`src/rtl/mem_ctrl_pkg.sv`:
```
// mem_ctrl_pkg: shared types and constants for the byte-serial memory controller.
//   state_e      controller FSM states
//   LenIllegal   data_len_in code that is promoted to a word access
//   LenWord      bytes-minus-one code for a 4-byte access
//   IoAddrHi     a[17:16] value that selects the UART/IO window
package mem_ctrl_pkg;

    typedef enum logic [1:0] {
        StIdle,
        StInstRead,
        StDataRead,
        StDataWrite
    } state_e;

    localparam logic [1:0] LenIllegal = 2'd2;
    localparam logic [1:0] LenWord    = 2'd3;
    localparam logic [1:0] IoAddrHi   = 2'b11;

    // Length code 2 has no byte-lane meaning, so it is served as a full word.
    function automatic logic [1:0] eff_len(input logic [1:0] len);
        return (len == LenIllegal) ? LenWord : len;
    endfunction

endpackage

```
`src/rtl/mem_ctrl.sv`:
```
// mem_ctrl: arbitrates icache fetches and LSB loads/stores onto a byte-wide synchronous RAM.
// Ports:
//   clk_in, rst_in                       clock, asynchronous active-high reset
//   inst_read_in, inst_address_in        fetch request (held until served)
//   inst_busy_out, inst_enable_out,
//   inst_data_out                        fetch path busy / one-cycle done / fetched word
//   data_read_in, data_write_in,
//   data_address_in, data_len_in,
//   data_wdata_in                        load/store request, length (bytes-1), store data
//   data_busy_out, data_enable_out,
//   data_rdata_out                       data path busy / one-cycle done / zero-extended load
//   jump_clear_in                        branch flush, aborts an in-flight fetch
//   io_buffer_full                       UART buffer full
//   mem_din, mem_dout, mem_a, mem_wr     RAM read byte (1-cycle latency), write byte, address,
//                                        write strobe
// Build option: MEMCTRL_IO_STALL_EN holds store byte cycles into the IO window while
// io_buffer_full is high; without it io_buffer_full is ignored.
module mem_ctrl
    import mem_ctrl_pkg::*;
(
    input  logic        clk_in,
    input  logic        rst_in,
    input  logic        inst_read_in,
    input  logic [31:0] inst_address_in,
    output logic        inst_busy_out,
    output logic        inst_enable_out,
    output logic [31:0] inst_data_out,
    input  logic        data_read_in,
    input  logic        data_write_in,
    input  logic [31:0] data_address_in,
    input  logic [1:0]  data_len_in,
    input  logic [31:0] data_wdata_in,
    output logic        data_busy_out,
    output logic        data_enable_out,
    output logic [31:0] data_rdata_out,
    input  logic        jump_clear_in,
    input  logic        io_buffer_full,
    input  logic [7:0]  mem_din,
    output logic [7:0]  mem_dout,
    output logic [31:0] mem_a,
    output logic        mem_wr
);

    state_e      state_q, state_d;
    logic [2:0]  cnt_q, cnt_d;
    logic [31:0] addr_q, addr_d;
    logic [1:0]  len_q, len_d;
    logic [31:0] wdata_q, wdata_d;
    logic [31:0] buf_q, buf_d;
    logic        inst_en_q, inst_en_d;
    logic [31:0] inst_data_q, inst_data_d;
    logic        data_en_q, data_en_d;
    logic [31:0] rdata_q, rdata_d;

    logic [31:0] cur_addr;
    logic [1:0]  rd_idx;
    logic        stall;

    assign cur_addr = addr_q + 32'(cnt_q);
    // The byte on mem_din belongs to the address driven one cycle earlier.
    assign rd_idx   = cnt_q[1:0] - 2'd1;

`ifdef MEMCTRL_IO_STALL_EN
    assign stall = io_buffer_full && (cur_addr[17:16] == IoAddrHi);
`else
    logic unused_io;
    assign unused_io = io_buffer_full & (cur_addr[17:16] == IoAddrHi);
    assign stall     = 1'b0;
`endif

    always_comb begin
        state_d     = state_q;
        cnt_d       = cnt_q;
        addr_d      = addr_q;
        len_d       = len_q;
        wdata_d     = wdata_q;
        buf_d       = buf_q;
        inst_en_d   = 1'b0;
        inst_data_d = inst_data_q;
        data_en_d   = 1'b0;
        rdata_d     = rdata_q;
        mem_a       = 32'd0;
        mem_dout    = 8'd0;
        mem_wr      = 1'b0;

        unique case (state_q)
            StIdle: begin
                // The done-pulse cycle never accepts, so a requester still holding its
                // request while it sees the pulse is not served twice.
                if (!inst_en_q && !data_en_q) begin
                    if (data_read_in || data_write_in) begin
                        state_d = data_write_in ? StDataWrite : StDataRead;
                        addr_d  = data_address_in;
                        len_d   = eff_len(data_len_in);
                        wdata_d = data_wdata_in;
                        cnt_d   = 3'd0;
                        buf_d   = 32'd0;
                    end else if (inst_read_in && !jump_clear_in) begin
                        state_d = StInstRead;
                        addr_d  = inst_address_in;
                        len_d   = LenWord;
                        cnt_d   = 3'd0;
                        buf_d   = 32'd0;
                    end
                end
            end

            StInstRead, StDataRead: begin
                // Address phase for cnt 0..len, then one extra cycle to capture the last byte.
                if (cnt_q <= {1'b0, len_q}) begin
                    mem_a = cur_addr;
                end
                if (cnt_q != 3'd0) begin
                    buf_d[{rd_idx, 3'b000} +: 8] = mem_din;
                end
                if (state_q == StInstRead && jump_clear_in) begin
                    state_d = StIdle;
                    cnt_d   = 3'd0;
                end else if (cnt_q == ({1'b0, len_q} + 3'd1)) begin
                    state_d = StIdle;
                    cnt_d   = 3'd0;
                    if (state_q == StInstRead) begin
                        inst_en_d   = 1'b1;
                        inst_data_d = buf_d;
                    end else begin
                        data_en_d = 1'b1;
                        rdata_d   = buf_d;
                    end
                end else begin
                    cnt_d = cnt_q + 3'd1;
                end
            end

            StDataWrite: begin
                mem_a    = cur_addr;
                mem_dout = wdata_q[{cnt_q[1:0], 3'b000} +: 8];
                if (!stall) begin
                    mem_wr = 1'b1;
                    if (cnt_q == {1'b0, len_q}) begin
                        state_d   = StIdle;
                        cnt_d     = 3'd0;
                        data_en_d = 1'b1;
                    end else begin
                        cnt_d = cnt_q + 3'd1;
                    end
                end
            end

            default: begin
                state_d = StIdle;
                cnt_d   = 3'd0;
            end
        endcase
    end

    always_ff @(posedge clk_in or posedge rst_in) begin
        if (rst_in) begin
            state_q     <= StIdle;
            cnt_q       <= 3'd0;
            addr_q      <= 32'd0;
            len_q       <= 2'd0;
            wdata_q     <= 32'd0;
            buf_q       <= 32'd0;
            inst_en_q   <= 1'b0;
            inst_data_q <= 32'd0;
            data_en_q   <= 1'b0;
            rdata_q     <= 32'd0;
        end else begin
            state_q     <= state_d;
            cnt_q       <= cnt_d;
            addr_q      <= addr_d;
            len_q       <= len_d;
            wdata_q     <= wdata_d;
            buf_q       <= buf_d;
            inst_en_q   <= inst_en_d;
            inst_data_q <= inst_data_d;
            data_en_q   <= data_en_d;
            rdata_q     <= rdata_d;
        end
    end

    assign inst_busy_out   = (state_q == StInstRead);
    assign data_busy_out   = (state_q == StDataRead) || (state_q == StDataWrite);
    assign inst_enable_out = inst_en_q;
    assign inst_data_out   = inst_data_q;
    assign data_enable_out = data_en_q;
    assign data_rdata_out  = rdata_q;

endmodule

```
`config.mk`:
```
export PLATFORM = sky130hd
export DESIGN_NAME = mem_ctrl
export DESIGN_NICKNAME = d
export VERILOG_FILES = /design/src/rtl/mem_ctrl_pkg.sv /design/src/rtl/mem_ctrl.sv
export SDC_FILE = /design/constraint.sdc
export NUM_CORES = 1
export LEC_CHECK = 0
export CAP_MARGIN = 5
export CORE_ASPECT_RATIO = 1.25
export CORE_MARGIN = 2
export CORE_UTILIZATION = 35
export DETAILED_ROUTE_END_ITERATION = 8
export DONT_BUFFER_PORTS = 1
export HOLD_SLACK_MARGIN = 0.15
export SETUP_SLACK_MARGIN = 0.05
export SLEW_MARGIN = 30
export SYNTH_ARGS = -nofsm -noshare
export SYNTH_HDL_FRONTEND = slang
export SYNTH_SLANG_ARGS = --single-unit
export TNS_END_PERCENT = 5
```
`constraint.sdc`:
```
create_clock -name clk_in -period 12 [get_ports clk_in]
set_clock_uncertainty 0.2 [all_clocks]
set_input_delay 1.2 -clock clk_in [delete_from_list [all_inputs] [get_ports clk_in]]
set_output_delay 1.2 -clock clk_in [all_outputs]
set_load 0.01 [all_outputs]
```
# Yosys cells after proc, flatten, opt, wreduce, memory -nomap -nowiden
# Cells that the tools add are included.
totals:
  reg_bits: 169
classes:
  magnitude_cmp: 1
  bitwise_logic: 2
  reduce_logical: 20
  mux: 39
  n_eq_ne: 10
  n_addsub: 5
  shifts: 3
ops:
  columns: ["op", "count"]
  rows:
  - ["two-way mux 32 bit", 7]
  - ["one-hot mux 32 bit (2 select lines)", 2]
  - ["adder 32 x 3 -> 32 bit", 1]
  - ["bitwise mux 32 bit", 1]
  - ["variable shift 8 x 7 -> 32 bit (first input constant)", 1]
  - ["indexed part select 32 x 6 -> 8 bit", 1]
  - ["indexed part select 8 x 7 -> 32 bit", 1]
  - ["two-way mux 2 bit", 9]
  - ["two-way mux 3 bit", 6]
  - ["AND reduction 4 bit", 3]
  - ["two-way mux 1 bit", 10]
  - ["one-hot mux 3 bit (3 select lines)", 1]
  - ["AND reduction 3 bit", 3]
  - ["two-way mux 8 bit", 1]
  - ["negator 5 -> 7 bit", 1]
  - ["== test 2 bit (second input constant)", 3]
  - ["inequality test 3 bit (second input constant)", 2]
  - ["one-hot mux 2 bit (3 select lines)", 1]
  - ["inequality test 2 bit (second input constant)", 2]
  - ["nonzero test 2 bit", 2]
  - ["adder 2 x 1 -> 3 bit (second input constant)", 1]
  - ["adder 3 x 1 -> 3 bit (second input constant)", 1]
  - ["== test 3 x 2 -> 1 bit", 1]
  - ["== test 3 bit", 1]
  - ["other kinds (12)", 18]

# Depth between registers and ports, before layout
logic_depth:
  ltp_word: 6
  mapped_depth: 9
  mapped_depth_nobuf: 8

# Least setup slack after synthesis
# No wires, ideal clock.
synth_timing:
  kind: "flip-flop to output port"
  from: "reg cnt_q[1]"
  to: "out mem_a[20]"
  path_stages_with_launch: 10
  required_time_ns: 10.600
  slack_ns: 8.207
  path_buffers: 2
  t_arrival_ns: 2.393
  path_cell_list: "dfrtp_1 clkbuf_1 inv_1 fa_1 nor2b_1 o2111ai_1 buf_2 nor4_1 xnor2_1 nor2_1"
synth_between:
  elab_chain_len: 3
  word_cells_on_any_way: 4
synth_lines:
  columns: ["item", "line_no", "text"]
  rows:
  - ["start: declaration", "mem_ctrl.sv:45", "logic [2:0] cnt_q, cnt_d;"]
  - ["start signal: assignment", "mem_ctrl.sv:170", "cnt_q <= cnt_d;"]
  - ["adder 32 x 3 -> 32 bit or <= comparator 3 x 2 -> 1 bit (tied branches)", "mem_ctrl.sv:59, mem_ctrl.sv:110", null]
  - ["two-way mux 32 bit", "mem_ctrl.sv:110", "if (cnt_q <= {1'b0, len_q}) begin"]
  - ["one-hot mux 32 bit (2 select lines) (*)", "mem_ctrl.sv:86", "unique case (state_q)"]
  - ["end: declaration", "mem_ctrl.sv:40", "output logic [31:0] mem_a,"]
# Mark *: on every way between the ends. The rest lies on a longest branch, timed or not.

# Final worst setup path
layout_timing:
  from: "reg cnt_q[1]"
  to: "out mem_a[24]"
# The elaborated chain is that of the path after synthesis.

==> reports/metrics.cfg <==
[run_status]
run_status = completed

[sta]
worst_pin_slew_ps = 842
timing.final.crit_share_pct = 39.3
relSlewSlack_pct = 43.9
period_needed_ps = 4720
rsz0062_at_grt = false
setup_tns_ps = 0
fmaxAchievable_mhz = 212
maxSlewViolCount = 0
post-route-worst-setup-slack_ps = 7280
finalHoldViolCount = 0
setup_viol = 0

[synth]
ys_seq_area_share_pct = 49.5
yosysTopAreaCell = dfrtp_1
synth_edf_count = 0
ys_ff_latch = 169
synthArstFlopShare_pct = 100
syn_area_sq_mm = 0.00854
synthTopCellsByArea = dfrtp_1 (50%), mux2_2 (13%), a22o_1 (6.6%), mux2i_1 (4.0%), ha_1 (2.5%)
synth_cells = 721
synthFlopType = dfrtp_1
ys_types = 54
synth_fp_nets = 852
avgSynthCellArea_sq_um = 11.8
synth_warnings = 0
synth_top_area_share_pct = 49.5

[die]
die_w_microns = 144
initial_core_util_pct = 35.8
die_height_microns = 179
io_pins = 222
die-area_sq_mm = 0.0257
floorplan.rows = 63
core_sq_mm = 0.0239

[worst_setup_path]
critPathArrivalTime_ps = 3320
regToRegSetupSlack_ps = 8670
ff2ff_path_depth = 7
worstReg2RegStart = cnt_q[1]$_DFFE_PP0P_
worst-setup-path-type = flip-flop to output port
start_kind = flip-flop
critPathRequiredTime_ps = 10600
critical_path.endpoint_type = output port
r2r-end = buf_q[7]$_DFFE_PP0P_
crit_path_max_fanout = 16

[cells_and_area]
final_cell_mix = dfrtp_1 (169), mux2_2 (96), a22o_1 (64), nand2_1 (47), nor2_1 (44)
fin_nets = 830
area_growth_pct = 10.1
insertedDiodeCount = 0
layout-drive-gt1-share_pct = 22.5
final_common_cell = dfrtp_1
fill_cells = 2335

[placement]
dp_slack_ps = 7680
port_buffers = 0
gp_congestion = 0.766
dpl.hpwl_mm = 14.0

[cts]
cts_resized = 0
max-clock-path-buffers = 2
post-cts-setup-buffers = 0
cts_tree = yes
clk_pin_slew_ps = 80
clock_latency_ps = 440
numCtsBuffers = 17
cts_sinks = 169
cts_root_buffer = clkbuf_16
cts_max_level = 4
postCtsHoldBufs = 0

[routing]
firstDrtPassIters = 6
detail-route-antenna-nets = 0
wl_per_cell_microns = 19.1
totalWireLength_mm = 19.8
drc = 0
vias = 5417
drt_iter0_drc = 375
viasPerCell = 5.22

[power]
p_leak_uw = 0.00417
power_density_mw_per_mm2 = 227
ir_worst_vdd_uv = 102

[grt]
first_global_vias = 5551
grt_overflow = 0
antenna_found_initial = 0
grt_max_degree = 93
grt_pass1_wl_mm = 31.3
grt.total_usage_pct = 15.9

[worst_hold_path]
hp-start = addr_q[2]$_DFFE_PP0P_
hold_end = addr_q[2]$_DFFE_PP0P_
hp-class = flip-flop to flip-flop
holdPathStages = 2

[run]
drv_cap = 0

==> report_power, final <==
group | switching (uW) | leakage, uW | internal [uW]
combinational | 453 | 0.00166 | 303
clock | 264 | 0.000292 | 299
sequential | 117 | 0.00222 | 702
total | 834 | 0.00417 | 1300
==> kinds of logic after synthesis <==
family          after synthesis  share of synthesized area [%]
compound gates              131                           11.6
fa+ha+maj                    18                           2.72
mux                         138                           18.7
simple gates                165                           10.3
flops                       169                           49.5
xor+xnor                     30                           3.08
buf+inv                      70                           4.09
==> worst max-delay path, stage by stage (launching register included) <==
cell	delay (ps)
dfrtp_1	830
inv_1	310
fa_1	490
nor2b_1	190
o2111ai_1	140
buf_4	210
nor4b_1	370
xnor2_1	120
nor2_1	190
==> Yosys cell counts (2+ instances only) <==
cell type,instances
and4_1,4
and3_1,4
xor2_1,13
and2_1,14
nor4b_2,2
mux2i_1,34
o21ai_0,39
or2_2,2
a211oi_1,2
mux4_2,8
nor3_1,5
a21o_1,6
buf_2,18
nand3b_1,2
nor4_2,2
and2_0,2
clkbuf_1,25
dfrtp_1,169
inv_1,19
nor4_1,5
buf_12,2
nand3_1,10
ha_1,17
a32o_1,9
nor2b_1,5
mux2_2,96
nor2_1,45
nand4_1,6
nand2b_1,2
nand2_1,47
buf_6,3
a22o_1,64
a21oi_1,3
xnor2_1,17
==> stage by stage <==
step | std cells | total power [uW] | utilization [%] | hold WS, ps | area (sq um)
floorplan | 721 | 1440 | - | 254 | 8540
global placement | 1004 | 1580 | 36.7 | 267 | 8770
detailed placement | 1005 | 1600 | 36.9 | 279 | 8810
CTS | 1037 | 2170 | 39.4 | 296 | 9410
global route | 1037 | 2300 | 39.4 | 318 | 9410
finish | 1037 | 2140 | 39.4 | 289 | 9410
==> metal layers <==
layer	wire length [microns]	global-route usage [%]
met1	8290	19.8
met2	10200	26.4
met3	1080	4.51
met4	286	5.27
met5	0	0
==> cell type report <==
type / count / area, sq um / area share [%]
Sequential cell: 169 / 4230 / 44.9
Inverter: 20 / 85.1 / 0.904
Multi-Input combinational cell: 482 / 4000 / 42.5
Tap cell: 325 / 407 / 4.32
Clock inverter: 15 / 176 / 1.87
Clock buffer: 17 / 425 / 4.52
Timing Repair Buffer: 9 / 91.3 / 0.971
==> sequential cells by signal, indices dropped and copies added, names as in the netlist <==
register         cells
inst_enable_out      1
inst_data_out       32
data_rdata_out      32
wdata_q             32
cnt_q                3
addr_q              32
buf_q               32
state_q              2
len_q                2
data_enable_out      1
==> worst max-delay path by stage <==
| stage | startpoint | end | slack (ps) | depth (start not counted) |
|---|---|---|---|---|
| 6_report | cnt_q[1]$_DFFE_PP0P_ | mem_a[24] | 7280 | 8 |
| 5_1_grt | cnt_q[1]$_DFFE_PP0P_ | mem_a[24] | 7060 | 8 |
| 4_1_cts | cnt_q[1]$_DFFE_PP0P_ | mem_a[24] | 7190 | 8 |
| 3_5_place_dp | cnt_q[1]$_DFFE_PP0P_ | mem_a[24] | 7680 | 8 |
| 3_3_place_gp | cnt_q[1]$_DFFE_PP0P_ | mem_a[24] | 7690 | 8 |
| 2_1_floorplan | rst_in | addr_q[0]$_DFFE_PP0P_ | 6020 | 1 |
Power figures use the tool's default switching activity.
